===== config.mk =====
export PLATFORM = sky130hd
export DESIGN_NAME = if_fetch
export DESIGN_NICKNAME = d
export VERILOG_FILES = /design/src/rtl/if_fetch.sv
export SDC_FILE = /design/constraint.sdc
export NUM_CORES = 2
export LEC_CHECK = 0
export CAP_MARGIN = 10
export CORE_UTILIZATION = 35
export CTS_CLUSTER_SIZE = 20
export DETAILED_ROUTE_END_ITERATION = 10
export PLACE_DENSITY = 0.48
export SYNTH_ARGS = -nofsm -noshare
export SYNTH_HDL_FRONTEND = slang
export SYNTH_SLANG_ARGS = --single-unit

===== constraint.sdc =====
create_clock -name clk_in -period 4.12 [get_ports clk_in]
set_input_delay 0.412 -clock clk_in [delete_from_list [all_inputs] [get_ports clk_in]]
set_output_delay 0.412 -clock clk_in [all_outputs]
set_load 0.005 [all_outputs]

===== src/rtl/if_fetch.sv =====
// ---------------------------------------------------------------------------
// if_fetch
//   Instruction-fetch stage. Owns the PC, looks up a direct-mapped instruction
//   cache (one 32-bit word per line) and, on a miss, fetches a single word
//   from the memory controller. Presents the (pc, instruction) pair that the
//   IF/ID register latches; instruction 32'h0 is a bubble.
//
//   state | meaning
//   ------+------------------------------------------------------------
//   IDLE  | looking up pc each unstalled cycle; hits stream one per cycle
//   FETCH | miss outstanding; mem_req_out held until mem_done_in
//
// Ports
//   clk_in, rst_in          clock, async active-low reset
//   rdy_in                  global enable; 0 freezes all state
//   stall_in[5:0]           bit 0 holds PC and fetch outputs
//   branch_or_not_in        taken branch/jump from EX this cycle
//   branch_target_in        redirect PC
//   mem_req_out             level request to memory controller
//   mem_addr_out            word address of the request
//   mem_done_in             1-cycle pulse, mem_data_in valid
//   mem_data_in             fetched instruction word
//   if_stall_req_out        miss outstanding, to stall controller
//   pc_out, instru_out      to IF/ID
// ---------------------------------------------------------------------------
module if_fetch #(
    parameter int          ICACHE_IDX_W = 6,
    parameter logic [31:0] RESET_PC     = 32'h0
) (
    input  logic        clk_in,
    input  logic        rst_in,
    input  logic        rdy_in,
    input  logic [5:0]  stall_in,
    input  logic        branch_or_not_in,
    input  logic [31:0] branch_target_in,
    output logic        mem_req_out,
    output logic [31:0] mem_addr_out,
    input  logic        mem_done_in,
    input  logic [31:0] mem_data_in,
    output logic        if_stall_req_out,
    output logic [31:0] pc_out,
    output logic [31:0] instru_out
);

    localparam int LINES = 1 << ICACHE_IDX_W;
    localparam int TAG_W = 32 - ICACHE_IDX_W - 2;

    typedef enum logic {IDLE, FETCH} state_t;

    state_t state_q, state_d;

    logic [31:0] pc_q, pc_d;
    logic [31:0] pc_out_q, pc_out_d;
    logic [31:0] instru_q, instru_d;
    logic        req_q, req_d;
    logic [29:0] addr_q, addr_d;          // word address, byte offset is always 0
    logic        stall_req_q, stall_req_d;

    logic [LINES-1:0] valid_q;
    logic [TAG_W-1:0] tag_q  [LINES];
    logic [31:0]      data_q [LINES];

    logic [ICACHE_IDX_W-1:0] rd_idx, fill_idx;
    logic [TAG_W-1:0]        rd_tag, fill_tag;
    logic                    hit;
    logic                    fill_en;
    logic                    hold;
    logic                    unused_stall;

    assign unused_stall = ^stall_in[5:1];
    assign hold         = stall_in[0];

    assign rd_idx   = pc_q[ICACHE_IDX_W+1:2];
    assign rd_tag   = pc_q[31:ICACHE_IDX_W+2];
    assign hit      = valid_q[rd_idx] && (tag_q[rd_idx] == rd_tag);

    // The fill uses the latched request address, so a done pulse that lands
    // together with a branch still fills the line it belongs to.
    assign fill_idx = addr_q[ICACHE_IDX_W-1:0];
    assign fill_tag = addr_q[29:ICACHE_IDX_W];
    assign fill_en  = rdy_in && (state_q == FETCH) && mem_done_in;

    // ---------------- state register ----------------
    always_ff @(posedge clk_in or negedge rst_in) begin
        if (!rst_in) begin
            state_q <= IDLE;
        end else begin
            state_q <= state_d;
        end
    end

    // ---------------- next state ----------------
    always_comb begin
        state_d = state_q;
        if (rdy_in) begin
            if (branch_or_not_in) begin
                state_d = IDLE;
            end else begin
                case (state_q)
                    IDLE:    if (!hold && !hit) state_d = FETCH;
                    FETCH:   if (mem_done_in)   state_d = IDLE;
                    default: state_d = IDLE;
                endcase
            end
        end
    end

    // ---------------- outputs / datapath next values ----------------
    always_comb begin
        pc_d        = pc_q;
        pc_out_d    = pc_out_q;
        instru_d    = instru_q;
        req_d       = req_q;
        addr_d      = addr_q;
        stall_req_d = stall_req_q;
        if (rdy_in) begin
            if (branch_or_not_in) begin
                pc_d        = branch_target_in;
                pc_out_d    = 32'h0;
                instru_d    = 32'h0;
                req_d       = 1'b0;
                stall_req_d = 1'b0;
            end else begin
                case (state_q)
                    IDLE: begin
                        if (!hold) begin
                            if (hit) begin
                                pc_out_d = pc_q;
                                instru_d = data_q[rd_idx];
                                pc_d     = pc_q + 32'd4;
                            end else begin
                                req_d       = 1'b1;
                                addr_d      = pc_q[31:2];
                                stall_req_d = 1'b1;
                                pc_out_d    = 32'h0;
                                instru_d    = 32'h0;
                            end
                        end
                    end
                    FETCH: begin
                        if (mem_done_in) begin
                            req_d       = 1'b0;
                            stall_req_d = 1'b0;
                            // When held, the word is only cached; the next
                            // unstalled IDLE cycle picks it up as a hit.
                            if (!hold) begin
                                pc_out_d = pc_q;
                                instru_d = mem_data_in;
                                pc_d     = pc_q + 32'd4;
                            end
                        end
                    end
                    default: ;
                endcase
            end
        end
    end

    always_ff @(posedge clk_in or negedge rst_in) begin
        if (!rst_in) begin
            pc_q        <= RESET_PC;
            pc_out_q    <= 32'h0;
            instru_q    <= 32'h0;
            req_q       <= 1'b0;
            addr_q      <= 30'h0;
            stall_req_q <= 1'b0;
        end else begin
            pc_q        <= pc_d;
            pc_out_q    <= pc_out_d;
            instru_q    <= instru_d;
            req_q       <= req_d;
            addr_q      <= addr_d;
            stall_req_q <= stall_req_d;
        end
    end

    // ---------------- cache arrays ----------------
    always_ff @(posedge clk_in or negedge rst_in) begin
        if (!rst_in) begin
            valid_q <= '0;
        end else if (fill_en) begin
            valid_q[fill_idx] <= 1'b1;
        end
    end

    // Tag/data need no reset: a line is only read once its valid bit is set.
    always_ff @(posedge clk_in) begin
        if (fill_en) begin
            tag_q[fill_idx]  <= fill_tag;
            data_q[fill_idx] <= mem_data_in;
        end
    end

    assign mem_req_out      = req_q;
    assign mem_addr_out     = {addr_q, 2'b00};
    assign if_stall_req_out = stall_req_q;
    assign pc_out           = pc_out_q;
    assign instru_out       = instru_q;

endmodule


# Word level (Yosys, flattened, before mapping)
# Memories as Yosys holds them, arrays and structs flattened.
# Index checks and enable logic that the tools add are counted.
classes:
  addsub: 1
  multipliers: 0
  n_div: 0
  order_cmp: 3
  eq_ne: 6
  shift: 0
  mux: 33
  n_bitwise: 5
  reduce_logical: 11
op_table:
  columns: ["operator", "n"]
  rows:
  - ["32-bit two-way mux", 15]
  - ["32-bit case mux with 2 select lines", 3]
  - ["64-bit bitwise OR", 1]
  - ["32-bit by 3-bit adder with 32-bit output (second input constant)", 1]
  - ["24-bit equality test", 1]
  - ["3-bit != test (second input constant)", 5]
  - ["6-bit by 7-bit less-than comparator with 1-bit output (second input constant)", 2]
  - ["1-bit two-way mux", 11]
  - ["5-bit AND reduction", 2]
  - ["4-bit AND reduction", 2]
  - ["1-bit binary-select mux with 6-bit select", 1]
  - ["1-bit demux with 6-bit select", 1]
  - ["6-bit by 1-bit >= comparator with 1-bit output (second input constant)", 1]
  - ["1-bit logical AND", 5]
  - ["1-bit inverter", 4]
  - ["1-bit case mux with 2 select lines", 2]
  - ["1-bit zero test", 2]
word_totals:
  regBits: 192
  latch_bits: 0
  ramBits: 3584
  rom_bits: 0
  mem_count: 2
memory_table:
  columns: ["memory", "depth", "word_bits", "read_ports", "rd_ports_with_merged_regs", "write_ports", "line", "text"]
  rows:
  - ["data_q", 64, 32, 1, 0, 1, "61", "logic [31:0] data_q [LINES];"]
  - ["tag_q", 64, 24, 1, 0, 1, "60", "logic [TAG_W-1:0] tag_q [LINES];"]

# Longest topological paths before layout
depth:
  word_depth: 8
  depth_mapped: 19
  mapped_depth_nobuf: 11

# Worst setup path after synthesis
# Ideal clock, no wire load.
synth_path:
  path_type: "register to register"
  startpoint: "register pc_q[3]"
  endpoint: "register instru_q[25], in the netlist instru_out[25]"
  setup_time_ns: 0.124
  arrival_ns: 4.107
  required_time_ns: 3.996
  slack_ns: -0.111
  path_stages_with_launch: 16
  path_buffers: 10
  period_less_slack_ns: 4.231
  path_cell_list: "dfrtp_1 buf_4 buf_4 buf_4 buf_2 buf_2 buf_2 clkbuf_1 buf_1 clkbuf_1 clkbuf_1 mux4_2 mux4_2 mux4_2 nand3_1 nand2_1"
synth_between:
  elab_chain_cells: 7
synth_lines:
  columns: ["item", "line", "text"]
  rows:
  - ["start: declaration", "52", "logic [31:0] pc_q, pc_d;"]
  - ["start signal: assignment", "168", "pc_q <= pc_d;"]
  - ["memory 64 x 24 bit or 1-bit binary-select mux with 6-bit select (tied branches)", null, null]
  - ["24-bit equality test or 1-bit two-way mux (tied branches)", "75", "assign hit = valid_q[rd_idx] && (tag_q[rd_idx] == rd_tag);"]
  - ["1-bit logical AND", "75", null]
  - ["32-bit two-way mux *", "127", "if (hit) begin"]
  - ["32-bit two-way mux *", "126", "if (!hold) begin"]
  - ["32-bit case mux with 2 select lines *", "124", "case (state_q)"]
  - ["32-bit two-way mux *", "117", "if (branch_or_not_in) begin"]
  - ["end signal: assignment", "170", "instru_q <= instru_d;"]
  - ["end: declaration", "54", "logic [31:0] instru_q, instru_d;"]
# Mark *: on every way between the ends. The rest lies on a longest branch, timed or not. The select of a mux whose other input is x is not followed.
# A chain may end at the register's enable or synchronous reset.

# Final worst setup path
layout_path:
  startpoint: "register pc_q[2]"
  endpoint: "register instru_q[13], in the netlist instru_out[13]"
# Same word-level chain as after synthesis.

==> flow_summary.json <==
{
  "final_cell_area_um2": 174500,
  "synth-async-reset-ratio_pct": 5.085,
  "dpl.hpwl_um": 276100,
  "cp-start-kind": "flop",
  "fp.dieH_um": 646.1,
  "cts_tree": "built",
  "grt_max_degree": 93,
  "crit_required_ns": 5.00,
  "power.leakage_nw": 56.32,
  "reg2regPathDepth": 19,
  "netlist.area_leader.share_pct": 74.11,
  "yosys_warnings": 0,
  "portBuffers": 165,
  "synth_cell_type_count": 87,
  "slew-limit-headroom_pct": 16.78,
  "path_cells": "buf_4 > buf_12 > buf_12 > buf_16 > mux4_2 > mux2i_4 > xnor2_1 > o211ai_1 > a31oi_1 > nand4b_1 > buf_4 > nor4_4 > buf_4 > nor2_4 > nor3_4 > buf_12 > buf_12 > buf_16 > a22o_1",
  "clock-sinks": 3776,
  "drt_iter0_markers": 8595,
  "period_share_pct": 118.4,
  "critical_path.top_delay_family": "buffers and inverters",
  "grt_pass1_wl_um": 658900,
  "hold_viol": 0,
  "grt_usage_pct": 23.09,
  "dp.cells": 12140,
  "ys_ff_latch": 3776,
  "synth_enable_flop_cells": 3584,
  "r2r_slack_ns": -0.76,
  "ir_drop_v": 0.0004055,
  "rows": 236,
  "vias": 73280,
  "synth_area_leader_cell": "edfxtp_1",
  "cp_common_cell": "buf_12",
  "powerDensity_nw_per_um2": 611.5,
  "worstPathArrival_ns": 5.75,
  "grt-ovfl-total": 0,
  "pin_count": 173,
  "ctsRootBufferMaster": "clkbuf_16",
  "r2r-end": "instru_out[13]$_DFFE_PN0P_",
  "syn_to_final_growth_pct": 20.13,
  "synth_most_common_cell": "edfxtp_1",
  "setup_slack_ns": -0.7569,
  "post_drt_via_cell_ratio": 5.633,
  "place_congestion": 0.8170,
  "totalWireLength_um": 487300,
  "maxCapViolations": 0,
  "critPathMaxFanout": 6,
  "cts_made_buffers": 403,
  "fin_cells": 13010,
  "drive_gt1_share_pct": 34.81,
  "skew_ns": 0.08130,
  "status": "finished, violations left",
  "max_freq_ghz": 0.2050,
  "syn_avg_cell_area_um2": 23.01,
  "setup_violations": 126,
  "synth.area.top_cells": "edfxtp_1, mux4_2, dfrtp_1",
  "drt_pass1_iterations": 5,
  "crit_buf_inv": 9,
  "synth_ff_type": "edfxtp_1",
  "r2r_start": "pc_q[2]$_DFFE_PN0P_",
  "slowest_stage": "o211ai_1",
  "clk_path_buf_depth": 4,
  "core-area_um2": 413100,
  "synth_area_um2": 145200,
  "place_area_um2": 159200,
  "p_total_w": 0.1067,
  "die_width_um": 646.1,
  "final_nets": 7248,
  "slew_violations": 0,
  "worstSetupPathType": "reg -> reg",
  "tightest_slew_ns": 1.248,
  "post-route-drc-count": 0,
  "failed_checks": "setup timing",
  "endpoint_kind": "flop",
  "slowest_delay_ns": 0.84,
  "grt_pass1_vias": 75100,
  "antenna_found_initial": 29,
  "worstHoldPathCells": 2,
  "hold_class": "in -> reg",
  "tns_ns": -78.26,
  "clk_pin_slew_ns": 0.06,
  "avgRoutedWirePerCell_um": 37.46,
  "rsz0062_at_grt": "true",
  "min_period_ns": 4.877,
  "h-tree-depth": 5,
  "min_from": "branch_target_in[1]",
  "ys_seq_area_share_pct": 77.42,
  "synth_cells": 6311,
  "start_util_pct": 35.15,
  "ant_nets": 0,
  "synth_common_cells": "edfxtp_1, mux4_2, dfrtp_1, clkbuf_1, mux2i_1",
  "clk_latency_ns": 1.00,
  "holdPathEnd": "pc_q[1]$_DFFE_PN0P_",
  "die-area_um2": 417500
}
==> power by group <==
group          switching [W]  internal, W  total, W  leakage, nW
registers            0.00114       0.0447    0.0458         34.7
clock network         0.0154       0.0209    0.0363         6.42
logic                 0.0138       0.0109    0.0246         15.2
total                 0.0303       0.0764     0.107         56.3
==> layer usage <==
layer	part of all wire (%)	up-vias	GRT usage, %
li1	-	28750	-
met1	41	41100	31.17
met2	50	2793	38.89
met3	5.7	628	3.036
met4	3.4	10	7.253
met5	0.014	-	0
==> area by class of cell <==
class	instances	area (um^2)
fillers	35430	238700
flip-flops and latches	3776	112500
multi-input cells	2159	31960
clock buffers	535	10920
repair buffers	820	9938
well taps	5474	6849
clock inverters	216	2201
inverters	12	57.56
diodes	17	42.54
==> cell families (layout without fill, tap and decap cells) <==
logic type | after synthesis | in the layout | share of synthesized area [%]
multiplexers | 1258 | 1258 | 17.39
AO/OA/AOI/OAI | 428 | 428 | 2.160
flip-flops | 3776 | 3776 | 77.42
AND/OR/NAND/NOR | 451 | 451 | 1.547
other | 1 | 19 | 0.002582
adder cells (fa/ha/maj) | 1 | 1 | 0.008615
XOR/XNOR | 19 | 19 | 0.1146
buffers and inverters | 377 | 1583 | 1.352
==> metrics by stage <==
step | worst slack (ns) | util, % | hold WS [ns]
global placement | -1.382 | 38.55 | 0.4448
detailed placement | -1.383 | 38.55 | 0.4465
floorplan | -0.02701 | - | 0.1164
global route | -0.7540 | 42.23 | 0.06911
finish | -0.7569 | 42.23 | 0.08927
CTS | -0.6914 | 42.06 | 0.01526
==> flip-flops by register name, summed over array words and instances (netlist names) <==
register	flops
addr_q	30
data_q	2048
if_stall_req_out	1
instru_out	32
pc_out	32
pc_q	32
state_q	1
tag_q	1536
valid_q	64
==> layout by cell type, fill, tap and decap left out, types with 69 or more instances in the layout <==
cell,instances
a22oi_1,89
mux4_2,1004
buf_4,362
nand2_1,117
clkdlybuf4s50_1,131
clkinv_1,76
a22o_1,69
dfrtp_1,161
edfxtp_1,3584
clkbuf_1,101
mux2i_1,170
buf_12,229
clkinv_2,69
clkbuf_16,409
==> worst max-delay path by stage <==
stage	from	endpoint	slack, ns	cells past startpoint
2_1_floorplan	state_q$_DFFE_PN0P_	data_q[30][0]$_DFFE_PP_	-0.03	5
3_3_place_gp	pc_q[3]$_DFFE_PN0P_	pc_q[16]$_DFFE_PN0P_	-1.38	15
3_5_place_dp	pc_q[3]$_DFFE_PN0P_	pc_q[16]$_DFFE_PN0P_	-1.38	15
4_1_cts	pc_q[2]$_DFFE_PN0P_	pc_out[31]$_DFFE_PN0P_	-0.69	20
5_1_grt	pc_q[2]$_DFFE_PN0P_	instru_out[13]$_DFFE_PN0P_	-0.75	20
6_report	pc_q[2]$_DFFE_PN0P_	instru_out[13]$_DFFE_PN0P_	-0.76	19
==> repair_timing <==
action,CTS,global route
pin swaps,30,36
hold endpoints to repair,84,22
cloned,11,2
endpoints found under the setup margin,126,126
buffers inserted,52,36
hold buffers,3,2
gates resized for setup,144,77
No activity file was read; power rests on OpenSTA's default activity.
